$ cat src/rtl/core_dmem_arbiter.sv
// core_dmem_arbiter: shares one core data memory bus between the load/store
// unit (port 0) and a secondary master (port 1). Once a port's request is
// presented it owns the bus until granted or until it abandons the request,
// so address, data and strobe never change under a pending downstream access.
// Request and response paths are purely combinational (zero added latency).
//
// Build option: define CORE_DMEM_ARB_RR_EN for round-robin arbitration via a
// priority pointer; left undefined, port 0 always wins contention in IDLE.
module core_dmem_arbiter #(
    parameter int ADDR_W = 64,
    parameter int DATA_W = 64
) (
    input  logic                g_clk,
    input  logic                g_resetn,

    input  logic                p0_req,
    input  logic [ADDR_W-1:0]   p0_addr,
    input  logic                p0_wen,
    input  logic [DATA_W/8-1:0] p0_strb,
    input  logic [DATA_W-1:0]   p0_wdata,
    output logic                p0_gnt,
    output logic                p0_err,
    output logic [DATA_W-1:0]   p0_rdata,

    input  logic                p1_req,
    input  logic [ADDR_W-1:0]   p1_addr,
    input  logic                p1_wen,
    input  logic [DATA_W/8-1:0] p1_strb,
    input  logic [DATA_W-1:0]   p1_wdata,
    output logic                p1_gnt,
    output logic                p1_err,
    output logic [DATA_W-1:0]   p1_rdata,

    output logic                m_req,
    output logic [ADDR_W-1:0]   m_addr,
    output logic                m_wen,
    output logic [DATA_W/8-1:0] m_strb,
    output logic [DATA_W-1:0]   m_wdata,
    input  logic                m_gnt,
    input  logic                m_err,
    input  logic [DATA_W-1:0]   m_rdata
);

    localparam int STRB_W = DATA_W / 8;

    typedef enum logic [1:0] {
        ST_IDLE = 2'd0,
        ST_OWN0 = 2'd1,
        ST_OWN1 = 2'd2
    } state_t;

    state_t state_q;
    state_t state_d;
    state_t state_s;      // state as seen by the combinational logic
    logic   prio_s;       // favoured port for IDLE contention
    logic   sel_s;        // selected port index
    logic   sel_vld_s;    // a port is selected and driving the bus
    logic   take_s;       // selected access completes this cycle

`ifdef CORE_DMEM_ARB_RR_EN
    logic prio_q;
    logic prio_d;

    // Priority pointer: after a completed access, favour the other port.
    always_comb begin
        prio_d = prio_q;
        if (take_s) begin
            prio_d = ~sel_s;
        end else begin
            prio_d = prio_q;
        end
    end

    // Priority pointer register, cleared by the synchronous reset.
    always_ff @(posedge g_clk) begin
        if (!g_resetn) begin
            prio_q <= 1'b0;
        end else begin
            prio_q <= prio_d;
        end
    end

    // While reset is held the pointer behaves as its reset value.
    always_comb begin
        prio_s = 1'b0;
        if (g_resetn) begin
            prio_s = prio_q;
        end else begin
            prio_s = 1'b0;
        end
    end
`else
    // Fixed priority: port 0 always favoured.
    always_comb begin
        prio_s = 1'b0;
    end
`endif

    // While reset is held, outputs follow the IDLE rules regardless of state.
    always_comb begin
        state_s = ST_IDLE;
        if (g_resetn) begin
            state_s = state_q;
        end else begin
            state_s = ST_IDLE;
        end
    end

    // Port selection: arbitrate in IDLE, stay locked to the owner otherwise.
    always_comb begin
        sel_s     = 1'b0;
        sel_vld_s = 1'b0;
        case (state_s)
            ST_IDLE: begin
                if (p0_req && p1_req) begin
                    sel_s     = prio_s;
                    sel_vld_s = 1'b1;
                end else if (p1_req) begin
                    sel_s     = 1'b1;
                    sel_vld_s = 1'b1;
                end else if (p0_req) begin
                    sel_s     = 1'b0;
                    sel_vld_s = 1'b1;
                end else begin
                    sel_s     = 1'b0;
                    sel_vld_s = 1'b0;
                end
            end
            ST_OWN0: begin
                // Owner dropping req is an abandon: bus goes quiet at once.
                sel_s     = 1'b0;
                sel_vld_s = p0_req;
            end
            ST_OWN1: begin
                sel_s     = 1'b1;
                sel_vld_s = p1_req;
            end
            default: begin
                sel_s     = 1'b0;
                sel_vld_s = 1'b0;
            end
        endcase
    end

    // A grant only counts when a request is actually on the bus.
    always_comb begin
        take_s = sel_vld_s && m_gnt;
    end

    // Downstream request mux; everything is zero when nothing is selected.
    always_comb begin
        m_req   = 1'b0;
        m_addr  = {ADDR_W{1'b0}};
        m_wen   = 1'b0;
        m_strb  = {STRB_W{1'b0}};
        m_wdata = {DATA_W{1'b0}};
        if (sel_vld_s) begin
            m_req = 1'b1;
            if (sel_s) begin
                m_addr  = p1_addr;
                m_wen   = p1_wen;
                m_strb  = p1_strb;
                m_wdata = p1_wdata;
            end else begin
                m_addr  = p0_addr;
                m_wen   = p0_wen;
                m_strb  = p0_strb;
                m_wdata = p0_wdata;
            end
        end else begin
            m_req = 1'b0;
        end
    end

    // Response routing: gnt/err only to the selected port, rdata broadcast.
    always_comb begin
        p0_gnt   = take_s && !sel_s;
        p1_gnt   = take_s &&  sel_s;
        p0_err   = sel_vld_s && m_err && !sel_s;
        p1_err   = sel_vld_s && m_err &&  sel_s;
        p0_rdata = m_rdata;
        p1_rdata = m_rdata;
    end

    // Ownership next-state: lock an ungranted request, release on grant/abandon.
    always_comb begin
        state_d = state_s;
        case (state_s)
            ST_IDLE: begin
                if (take_s) begin
                    state_d = ST_IDLE;
                end else if (sel_vld_s) begin
                    state_d = sel_s ? ST_OWN1 : ST_OWN0;
                end else begin
                    state_d = ST_IDLE;
                end
            end
            ST_OWN0, ST_OWN1: begin
                if (!sel_vld_s || take_s) begin
                    state_d = ST_IDLE;
                end else begin
                    state_d = state_s;
                end
            end
            default: begin
                state_d = ST_IDLE;
            end
        endcase
    end

    // Ownership state register with synchronous active-low reset.
    always_ff @(posedge g_clk) begin
        if (!g_resetn) begin
            state_q <= ST_IDLE;
        end else begin
            state_q <= state_d;
        end
    end

endmodule

$ cat config.mk
export PLATFORM = sky130hd
export DESIGN_NAME = core_dmem_arbiter
export DESIGN_NICKNAME = d
export VERILOG_FILES = /design/src/rtl/core_dmem_arbiter.sv
export SDC_FILE = /design/constraint.sdc
export NUM_CORES = 1
export LEC_CHECK = 0
export ABC_AREA = 1
export CAP_MARGIN = 20
export CORE_AREA = 8 8 234 236
export CTS_CLUSTER_SIZE = 28
export DETAILED_ROUTE_END_ITERATION = 12
export DIE_AREA = 0 0 242 244
export RECOVER_POWER = 100
export SLEW_MARGIN = 20
export SYNTH_ARGS = -nofsm -noshare
export SYNTH_HDL_FRONTEND = slang
export SYNTH_SLANG_ARGS = --single-unit
$ cat constraint.sdc
create_clock -name g_clk -period 2.65 [get_ports g_clk]
set_input_delay 0.53 -clock g_clk [delete_from_list [all_inputs] [get_ports g_clk]]
set_output_delay 0.53 -clock g_clk [all_outputs]
set_load 0.01 [all_outputs]
==> flow_summary_export.csv <==
group,metric,value,unit
timing,post-route-period-util,0.996,
finish,fillers,5757,
worst_hold_path,whs_endpoint,"state_q[1]",
die,die_h,244,µm
timing,max_slew_margin,0.762,
yosys,synthTopCellsByArea,"buf_4 (25%), a21oi_2 (22%), nand3_1 (18%)",
timing,period_needed,2.64,ns
timing,rsz0062_at_grt,"yes",
worst_setup_path,worstPathArrival,2.11,ns
die,boundaryPins,614,
worst_setup_path,reg2reg_slack,1.22,ns
clocking,h-tree-depth,1,
global_routing,gr-total-overflow,0,
die,dieArea,0.0590,mm²
global_routing,grt_pass1_vias,6469,
yosys,synth_edf_count,0,
global_routing,grt_pass1_wl,45.1,mm
placement,io_buffers,421,
drt,first_pass_iters,4,
pwr,p_leak,3.63,nW
yosys,yosysMostFrequentCell,"nand2_1",
yosys,yosys_warnings,0,
finish,top_regs,"state_q (2)",
worst_setup_path,crit_path_max_fanout,10,
status,status,"completed",
timing,fin_setup_tns,0,ns
drt,routed_wirelength,33.7,mm
pwr,ir_drop,0.000278,V
global_routing,grtUsageTotal,0.101,
worst_hold_path,hold_depth,3,
worst_setup_path,critPathCaptureType,"primary output",
finish,fin_nets,1322,
clocking,numCtsBuffers,3,
clocking,cts.sinks,2,
yosys,synth_seq_cells,2,
drt,vias_per_cell,3.60,
yosys,ys.flop_type,"dfxtp_1",
global_routing,grt_max_degree,69,
yosys,yosys.area.top_type,"buf_4",
placement,dp_hpwl,21.2,mm
clocking,clock_path_buffers,2,
yosys,synth_commonest_cells,"nand2_1 (144), nand3_1 (140), buf_4 (131)",
worst_hold_path,hold_class,"in2reg",
timing,tightest_slew,0.357,ns
worst_setup_path,r2r_end,"state_q[0]",
drt,drtAntennaViolNets,0,
yosys,ys_seq_area_frac,0.0102,
worst_setup_path,timing.rr.start,"state_q[0]",
timing,fin_ws,0.00954,ns
drt,wl_per_cell,20.4,µm
yosys,synth_top_cell_area_share,0.250,
die,die_w,242,µm
placement,routabilityCongestion,0.927,
die,start_util,0.0774,
drt,drc_errors,0,
global_routing,antenna_found_initial,4,
yosys,syn_inst,641,
timing,finalHoldViolCount,0,
yosys,synthArstFlopShare,0,
finish,syn_to_final_growth,129,%
finish,antenna_cells,0,
clocking,clk_pin_slew,0.03,ns
clocking,cts_tree,"yes",
timing,setup_viol,0,
timing,final.setup_skew,0.00121,ns
yosys,syn_area,0.00394,mm²
clocking,root_buffer,"clkbuf_16",
finish,largest_reg_flops,2,
worst_setup_path,start_kind,"input port",
yosys,syn_nets,989,
yosys,synth_cell_types,17,
timing,slew_violations,0,
clocking,cts_hold_buf,0,
drt,vias,5951,
run,cap_violations,0,
finish,top_register,"state_q",
placement,place_worst_setup_slack,-1.05,ns
worst_hold_path,hp-start,"g_resetn",
die,row_count,83,
pwr,cellPowerDensity,238,mW/mm²
clocking,worstSkewPairLatency,0.22,ns
die,core_area,0.0509,mm²
yosys,syn_area_per_cell,6.15,µm²
finish,final_layout_size_suffix_gt1_frac,0.347,
worst_setup_path,crit_required,2.12,ns
worst_setup_path,worst_r2r_path_depth,8,
drt,drt_iter0_markers,212,
worst_setup_path,critPathKind,"in2out",
timing,max_freq,379,MHz
==> worst max-delay path, stage by stage <==
cell and delay, ns:
buf_12 0.12, nand2_8 0.08, inv_4 0.04, ha_4 0.16, o21ai_2 0.13, nand2_2 0.11, buf_12 0.15, nand2_8 0.09
buf_12 0.14, buf_12 0.13, buf_16 0.15, a21oi_2 0.04, clkdlybuf4s15_2 0.22
==> power by group <==
| group | internal (mW) | leakage (nW) | total (mW) | switching [mW] |
|---|---|---|---|---|
| combinational | 1.03 | 3.58 | 1.89 | 0.852 |
| clock | 0.192 | 0.0370 | 0.228 | 0.0356 |
| sequential | 0.0320 | 0.0172 | 0.0339 | 0.00197 |
==> worst max-delay path by stage <==
stage	startpoint	end	slack, ns	depth (start not counted)
floorplan	g_resetn	m_wdata[10]	0.14	9
global placement	g_resetn	m_wdata[5]	-1.06	11
detailed placement	g_resetn	m_wdata[5]	-1.05	11
CTS	g_resetn	m_wdata[42]	-0.01	11
global route	g_resetn	m_wdata[4]	-0.07	12
finish	g_resetn	m_addr[31]	0.01	13
==> layer usage <==
metal | part of all wire | global-route usage | up-vias
li1 | - | - | 2694
met1 | 0.40 | 0.115 | 2682
met2 | 0.45 | 0.167 | 487
met3 | 0.12 | 0.0469 | 86
met4 | 0.038 | 0.0341 | 2
met5 | 0.00039 | 0 | -
==> final cells by class <==
class                   instances  area [µm²]  area share
repair buffers                514        5370       0.594
multi-input cells             443        2660       0.294
well taps                     680         851      0.0941
clock buffers                   3        75.1     0.00831
inverters                      10        45.0     0.00498
flip-flops and latches          2        42.5     0.00471
==> timing repair <==
action | 4_1_cts | 5_1_grt
pin swaps | 12 | 7
buffers inserted | 41 | 2
resized for setup | 418 | 95
cloned | 22 | 5
endpoints found under the setup margin | 142 | 109
==> placed cells by master, fill, tap and decap left out, types with 2 or more instances in the layout <==
cell               n
clkdlybuf4s50_1  276
nand2_1          141
nand3_1          134
a21oi_2          103
buf_2             47
clkbuf_2          40
a21oi_1           33
buf_4             32
dlygate4sd2_1     27
buf_16            26
clkdlybuf4s15_2   19
buf_12            18
buf_6             10
clkdlybuf4s15_1    9
clkbuf_16          8
nor2_1             7
nand2_8            6
nand3_2            6
inv_1              5
ha_4               4
buf_8              4
inv_4              3
inv_2              2
o21ai_2            2
nand2_2            2
dfxtp_2            2
==> metrics by stage <==
| stage | total power [mW] | utilization | std cells | hold slack [ns] | area, µm² |
|---|---|---|---|---|---|
| detailed placement | 1.67 | 0.156 | 1581 | 0.762 | 7940 |
| CTS | 2.21 | 0.182 | 1647 | 0.620 | 9240 |
| floorplan | 0.882 | - | 641 | 0.647 | 3940 |
| global placement | 1.66 | 0.156 | 1581 | 0.757 | 7940 |
| global route | 2.29 | 0.178 | 1652 | 0.617 | 9040 |
| finish | 2.15 | 0.178 | 1652 | 0.618 | 9040 |
==> kinds of logic after synthesis <==
group,synth area share
adder cells (fa/ha/maj),0.0127
buffers and inverters,0.372
AO/OA/AOI/OAI,0.273
flip-flops,0.0102
AND/OR/NAND/NOR,0.332
No activity file was read; power rests on OpenSTA's default activity.
